--- config.mk ---
export PLATFORM = sky130hd
export DESIGN_NAME = lamp_display_ctrl
export DESIGN_NICKNAME = d
export VERILOG_FILES = /design/src/rtl/lamp_display_ctrl.sv
export SDC_FILE = /design/constraint.sdc
export NUM_CORES = 1
export LEC_CHECK = 0
export CAP_MARGIN = 20
export CORE_MARGIN = 2
export CORE_UTILIZATION = 62
export CTS_BUF_LIST = sky130_fd_sc_hd__clkbuf_4 sky130_fd_sc_hd__clkbuf_8
export CTS_CLUSTER_DIAMETER = 150
export DETAILED_ROUTE_END_ITERATION = 6
export GPL_TIMING_DRIVEN = 0
export PLACE_DENSITY = 0.95
export SYNTH_ARGS = -nofsm -noshare
export SYNTH_HDL_FRONTEND = slang
export SYNTH_SLANG_ARGS = --single-unit
--- constraint.sdc ---
create_clock -name clk_clk -period 15.8 [get_ports clk_clk]
set_input_delay 1.58 -clock clk_clk [delete_from_list [all_inputs] [get_ports clk_clk]]
set_output_delay 1.58 -clock clk_clk [all_outputs]
set_load 0.005 [all_outputs]
--- src/rtl/lamp_display_ctrl.sv ---
`default_nettype none
// +----------------------------------------------------------------------------+
// | Module      : lamp_display_ctrl                                            |
// | Description : Debounced commit of the 42-bit lamp word onto six active-low |
// |               seven-segment digits, with global PWM dimming and optional   |
// |               per-digit blinking.                                          |
// | Options     : define LAMP_DISP_BLINK_EN to include the blink logic.        |
// |               Without it, blink_mask and blink_tick are ignored and every  |
// |               digit follows only the PWM gate.                             |
// | Revision    : 1.0 - initial release                                        |
// +----------------------------------------------------------------------------+
module lamp_display_ctrl #(
  parameter int STABLE_CYCLES = 4,   // legal range 1..255
  parameter int PWM_BITS      = 4
) (
  input  logic                clk_clk,
  input  logic                reset_reset,
  input  logic [41:0]         lamps_export,
  input  logic [PWM_BITS-1:0] brightness,
  input  logic [5:0]          blink_mask,
  input  logic                blink_tick,
  output logic [6:0]          hex0,
  output logic [6:0]          hex1,
  output logic [6:0]          hex2,
  output logic [6:0]          hex3,
  output logic [6:0]          hex4,
  output logic [6:0]          hex5,
  output logic                update_pulse
);

  localparam logic [7:0]          STABLE_CNT = 8'(STABLE_CYCLES);
  localparam logic [PWM_BITS-1:0] PWM_FULL   = {PWM_BITS{1'b1}};

  typedef enum logic [1:0] {
    ST_STEADY = 2'd0,
    ST_SETTLE = 2'd1,
    ST_COMMIT = 2'd2
  } state_t;

  // --------------------------------------------------------------------------
  // Input capture
  // --------------------------------------------------------------------------
  logic [41:0] lamps_q;

  // Register the PIO word once; everything downstream sees only this copy.
  always_ff @(posedge clk_clk or posedge reset_reset) begin
    if (reset_reset) begin
      lamps_q <= '0;
    end else begin
      lamps_q <= lamps_export;
    end
  end

  // --------------------------------------------------------------------------
  // Commit FSM: a changed word must hold steady before it reaches disp
  // --------------------------------------------------------------------------
  state_t      state, state_nx;
  logic [41:0] disp, disp_nx;
  logic [41:0] cand, cand_nx;
  logic [7:0]  cnt, cnt_nx;
  logic        pulse_nx;

  // State and datapath registers of the commit FSM.
  always_ff @(posedge clk_clk or posedge reset_reset) begin
    if (reset_reset) begin
      state        <= ST_STEADY;
      disp         <= '0;
      cand         <= '0;
      cnt          <= '0;
      update_pulse <= 1'b0;
    end else begin
      state        <= state_nx;
      disp         <= disp_nx;
      cand         <= cand_nx;
      cnt          <= cnt_nx;
      update_pulse <= pulse_nx;
    end
  end

  // Next-state logic; SETTLE checks revert, then restart, then count expiry.
  always_comb begin
    state_nx = state;
    disp_nx  = disp;
    cand_nx  = cand;
    cnt_nx   = cnt;
    pulse_nx = 1'b0;
    case (state)
      ST_STEADY: begin
        if (lamps_q != disp) begin
          cand_nx  = lamps_q;
          cnt_nx   = 8'd1;
          state_nx = ST_SETTLE;
        end
      end
      ST_SETTLE: begin
        if (lamps_q == disp) begin
          // The word returned to what is already shown: nothing to commit.
          cnt_nx   = 8'd0;
          state_nx = ST_STEADY;
        end else if (lamps_q != cand) begin
          // A newer value arrived; only the latest one may ever commit.
          cand_nx = lamps_q;
          cnt_nx  = 8'd1;
        end else if (cnt == STABLE_CNT) begin
          state_nx = ST_COMMIT;
        end else begin
          cnt_nx = cnt + 8'd1;
        end
      end
      ST_COMMIT: begin
        // Any change that arrives now is picked up from STEADY next cycle.
        disp_nx  = cand;
        pulse_nx = 1'b1;
        state_nx = ST_STEADY;
      end
      default: begin
        state_nx = ST_STEADY;
      end
    endcase
  end

  // --------------------------------------------------------------------------
  // PWM dimming
  // --------------------------------------------------------------------------
  logic [PWM_BITS-1:0] pwm_cnt;
  logic [PWM_BITS-1:0] bright_q;
  logic                pwm_on;

  // Free-running period counter; brightness is only sampled at the period
  // start so a duty change never produces a runt pulse mid-period.
  always_ff @(posedge clk_clk or posedge reset_reset) begin
    if (reset_reset) begin
      pwm_cnt  <= '0;
      bright_q <= '0;
    end else begin
      pwm_cnt <= pwm_cnt + 1'b1;
      if (pwm_cnt == '0) begin
        bright_q <= brightness;
      end
    end
  end

  // All-ones is forced fully on; otherwise lit while the count is below duty.
  assign pwm_on = (bright_q == PWM_FULL) || (pwm_cnt < bright_q);

  // --------------------------------------------------------------------------
  // Blink
  // --------------------------------------------------------------------------
  logic       blink_phase;
  logic [5:0] blank;

`ifdef LAMP_DISP_BLINK_EN
  // Each tick strobe flips the shared blink phase.
  always_ff @(posedge clk_clk or posedge reset_reset) begin
    if (reset_reset) begin
      blink_phase <= 1'b0;
    end else if (blink_tick) begin
      blink_phase <= ~blink_phase;
    end
  end
`else
  // Blinking compiled out: phase is a constant and the tick is unused.
  logic unused_blink_tick;
  assign unused_blink_tick = blink_tick;
  assign blink_phase       = 1'b0;
`endif

  assign blank = blink_mask & {6{blink_phase}};

  // --------------------------------------------------------------------------
  // Output stage: active-low segment drive, one register per digit
  // --------------------------------------------------------------------------
  logic [6:0] seg_q [6];

  generate
    for (genvar k = 0; k < 6; k++) begin : g_digit
      logic gate;
      assign gate = pwm_on & ~blank[k];

      // Invert the lit pattern; a gated-off digit drives all segments dark.
      always_ff @(posedge clk_clk or posedge reset_reset) begin
        if (reset_reset) begin
          seg_q[k] <= 7'h7F;
        end else begin
          seg_q[k] <= ~(disp[7*k +: 7] & {7{gate}});
        end
      end
    end
  endgenerate

  assign hex0 = seg_q[0];
  assign hex1 = seg_q[1];
  assign hex2 = seg_q[2];
  assign hex3 = seg_q[3];
  assign hex4 = seg_q[4];
  assign hex5 = seg_q[5];

endmodule
`default_nettype wire

==> metrics.txt <==
Initial Utilization 63.82%; final setup TNS 0 ns; CTS Buf Count 17; routed length per placed instance 20.91 um; final wirelength 17440 um; fin util 76.49%; Worst Path Max Fanout 1; Async S/R FF share, synth 100.0%; Overflow after GRT 0; clk_skew 0.01911 ns; Detail Placement HPWL 12320 um; Critical Path RT 14.22 ns; crit-path max cell delay 0.54 ns; CTS tree done; initial antenna violation count 0; Crit Path Category reg2out; Skew-Pair Late Insertion Delay 0.48 ns; Worst-path clk slew 0.10 ns; Core Region 0.01211 mm2; setup bufs post-CTS 0; syn_area_per_cell 14.24 um2; ANT cells 0; R2R Path Start disp[25]$_DFFE_PP0P_; Peak VDD IR 98.28 uV; Mapped Area 0.007730 mm2; static leakage power 3.907 nW; Reg2Reg Depth 8; Syn Nets 605; yosys warns 0; Remaining DRCs 0; full die area 0.01338 mm2; fin area 0.009264 mm2; Crit path buffers/inverters 1; PnR worst setup slack 12.71 ns; predominant post-synthesis flop cell dfrtp_1; sequential fraction of the synthesis area 61.22%; Row Count 40; Crit. End Element output port; Synth top area share 46.94%; CP Depth 1; DRT iter0 DRCs 422; final hold vios 0; Slew HR 44.71%; Top delay family on crit path flip-flops; Total Nets Final 715; post-route minimum period 3.094 ns; CP Launch Type flip-flop; max frequency 323.2 MHz; CP max-delay cell dfstp_2; Worst R2R Setup Slack 12.92 ns; DR vias 4814; Top Ports 98; reg2reg end cand[9]$_DFFE_PP0P_; RSZ-0062 raised after global routing no; Non-Filler Instances 834; CTS Buffer Depth 2; Cell variety after synth 38; routability cong. 0.9192; status complete, no violations; top cells by area, synth dfrtp_1 (47%), dfstp_2 (14%), mux2_4 (7.8%); CP endpoint hex1[6]; count of input and output buffers 90; Placed Area 0.008876 mm2; Yosys top cell by area dfrtp_1; Mapped Cells 543; share of post-route cells with drive strength above 1 25.83%; Worst Tran Pin Value 0.8293 ns; Max-Cap Viols 0; crit path cell chain clkdlybuf4s50_1; Post-DRT Antenna Nets 0; via density per instance 5.772; Layout area overhead 19.84%; FF+latch count, synth 187; CTS Hold Bufs 0; Setup crit start hex1[6]$_DFF_PP1_; arrival time at the worst endpoint 1.51 ns; worst hold-check path type reg2reg; clock root buffer clkbuf_8; CTS H-tree lvls 4; number of flops mapped to enable cells by yosys 0; largest net degree at the start of global routing 114; final setup violation count 0; Inst Count DP 802; die width 115.7 um; power per cell area 94.19 mW/mm2; max-slew violations 0; die height 115.7 um; CTS sink count 187; number of gates resized after cts 0; vias in the first global route 5231; Final period util 19.58%; First-pass DRT Iterations 5; Setup WS pre-CTS 12.80 ns; GRT Total Usage 28.91%; global-route wire length before repair 28300 um
metal layers:
metal  global-route usage (%)  wire, um
met1                    35.27      6637
met2                    47.06      8797
met3                    7.741      1263
met4                    16.27       737
met5                        0         0
flip-flops by register name, indices dropped and copies added, names as in the netlist:
signal / flops
bright_q: 4
cand: 42
cnt: 8
disp: 42
hex0: 7
hex1: 7
hex2: 7
hex3: 7
hex4: 7
hex5: 7
lamps_q: 42
pwm_cnt: 4
state: 2
update_pulse: 1
synth_stat cells (5+ instances only):
cell type  count
dfrtp_1      145
nand2_1       49
xnor2_1       45
xor2_1        43
dfstp_2       42
mux2_2        40
mux2_4        40
nor4_1        17
inv_1         16
nand4_1       15
clkbuf_1       9
nor2_1         8
ha_1           7
nand3_1        7
nor4_2         6
o21ai_1        6
mux2_1         5
nor3_1         5
metrics by stage:
stage                     power [mW]  hold slack, ns
after floorplan               0.5422          0.4068
after global placement        0.5649          0.4269
after detailed placement      0.5698          0.4299
after CTS                     0.8766          0.4440
after global routing          0.9031          0.4571
final                         0.8726          0.4445
worst min-delay path by stage:
stage	from	end	slack, ns	cells after the start
after floorplan	disp[39]$_DFFE_PP0P_	hex5[4]$_DFF_PP1_	0.41	1
after global placement	disp[29]$_DFFE_PP0P_	hex4[1]$_DFF_PP1_	0.43	1
after detailed placement	disp[31]$_DFFE_PP0P_	hex4[3]$_DFF_PP1_	0.43	1
after CTS	disp[31]$_DFFE_PP0P_	hex4[3]$_DFF_PP1_	0.44	1
after global routing	disp[20]$_DFFE_PP0P_	hex2[6]$_DFF_PP1_	0.46	1
final	disp[20]$_DFFE_PP0P_	hex2[6]$_DFF_PP1_	0.44	1
layout make-up:
class	instances	area, um2
well taps	168	210.2
clock buffers	21	276.5
repair buffers	91	928.4
inverters	16	67.56
multi-input cells	326	2813
plain buffers	14	125.1
fillers	730	2848
flip-flops and latches	187	4732
clock inverters	11	111.4
layout by cell type, fill, tap and decap left out, types with 5 or more instances in the layout:
| cell | synthesis | final |
|---|---|---|
| clkbuf_1 | 9 | 9 |
| clkbuf_8 | 0 | 19 |
| clkdlybuf4s50_1 | 0 | 90 |
| clkinvlp_4 | 0 | 5 |
| dfrtp_1 | 145 | 145 |
| dfstp_2 | 42 | 42 |
| ha_1 | 7 | 7 |
| inv_1 | 16 | 15 |
| mux2_1 | 5 | 5 |
| mux2_2 | 40 | 40 |
| mux2_4 | 40 | 40 |
| nand2_1 | 49 | 49 |
| nand3_1 | 7 | 7 |
| nand4_1 | 15 | 15 |
| nor2_1 | 8 | 8 |
| nor3_1 | 5 | 5 |
| nor4_1 | 17 | 17 |
| nor4_2 | 6 | 6 |
| o21ai_1 | 6 | 6 |
| xnor2_1 | 45 | 45 |
| xor2_1 | 43 | 43 |
report_power, final:
part / total [mW] / leakage (nW) / switching [mW] / internal, mW
logic: 0.0578 / 1.48 / 0.0299 / 0.0280
registers: 0.504 / 2.25 / 0.0140 / 0.490
clock network: 0.310 / 0.182 / 0.172 / 0.138
total: 0.873 / 3.91 / 0.216 / 0.656
kinds of logic (layout without fill, tap and decap cells):
kind of cell             count (synthesis)  count (layout)  share of synthesized area [%]
AO/OA/AOI/OAI                           24              24                          2.023
XOR/XNOR                                88              88                          9.971
adder cells (fa/ha/maj)                  7               7                          1.133
buffers and inverters                   30             153                          2.396
flip-flops                             187             187                          61.22
multiplexers                            86              86                          14.45
AND/OR/NAND/NOR                        121             121                          8.805
(Power assumes the default switching activity.)
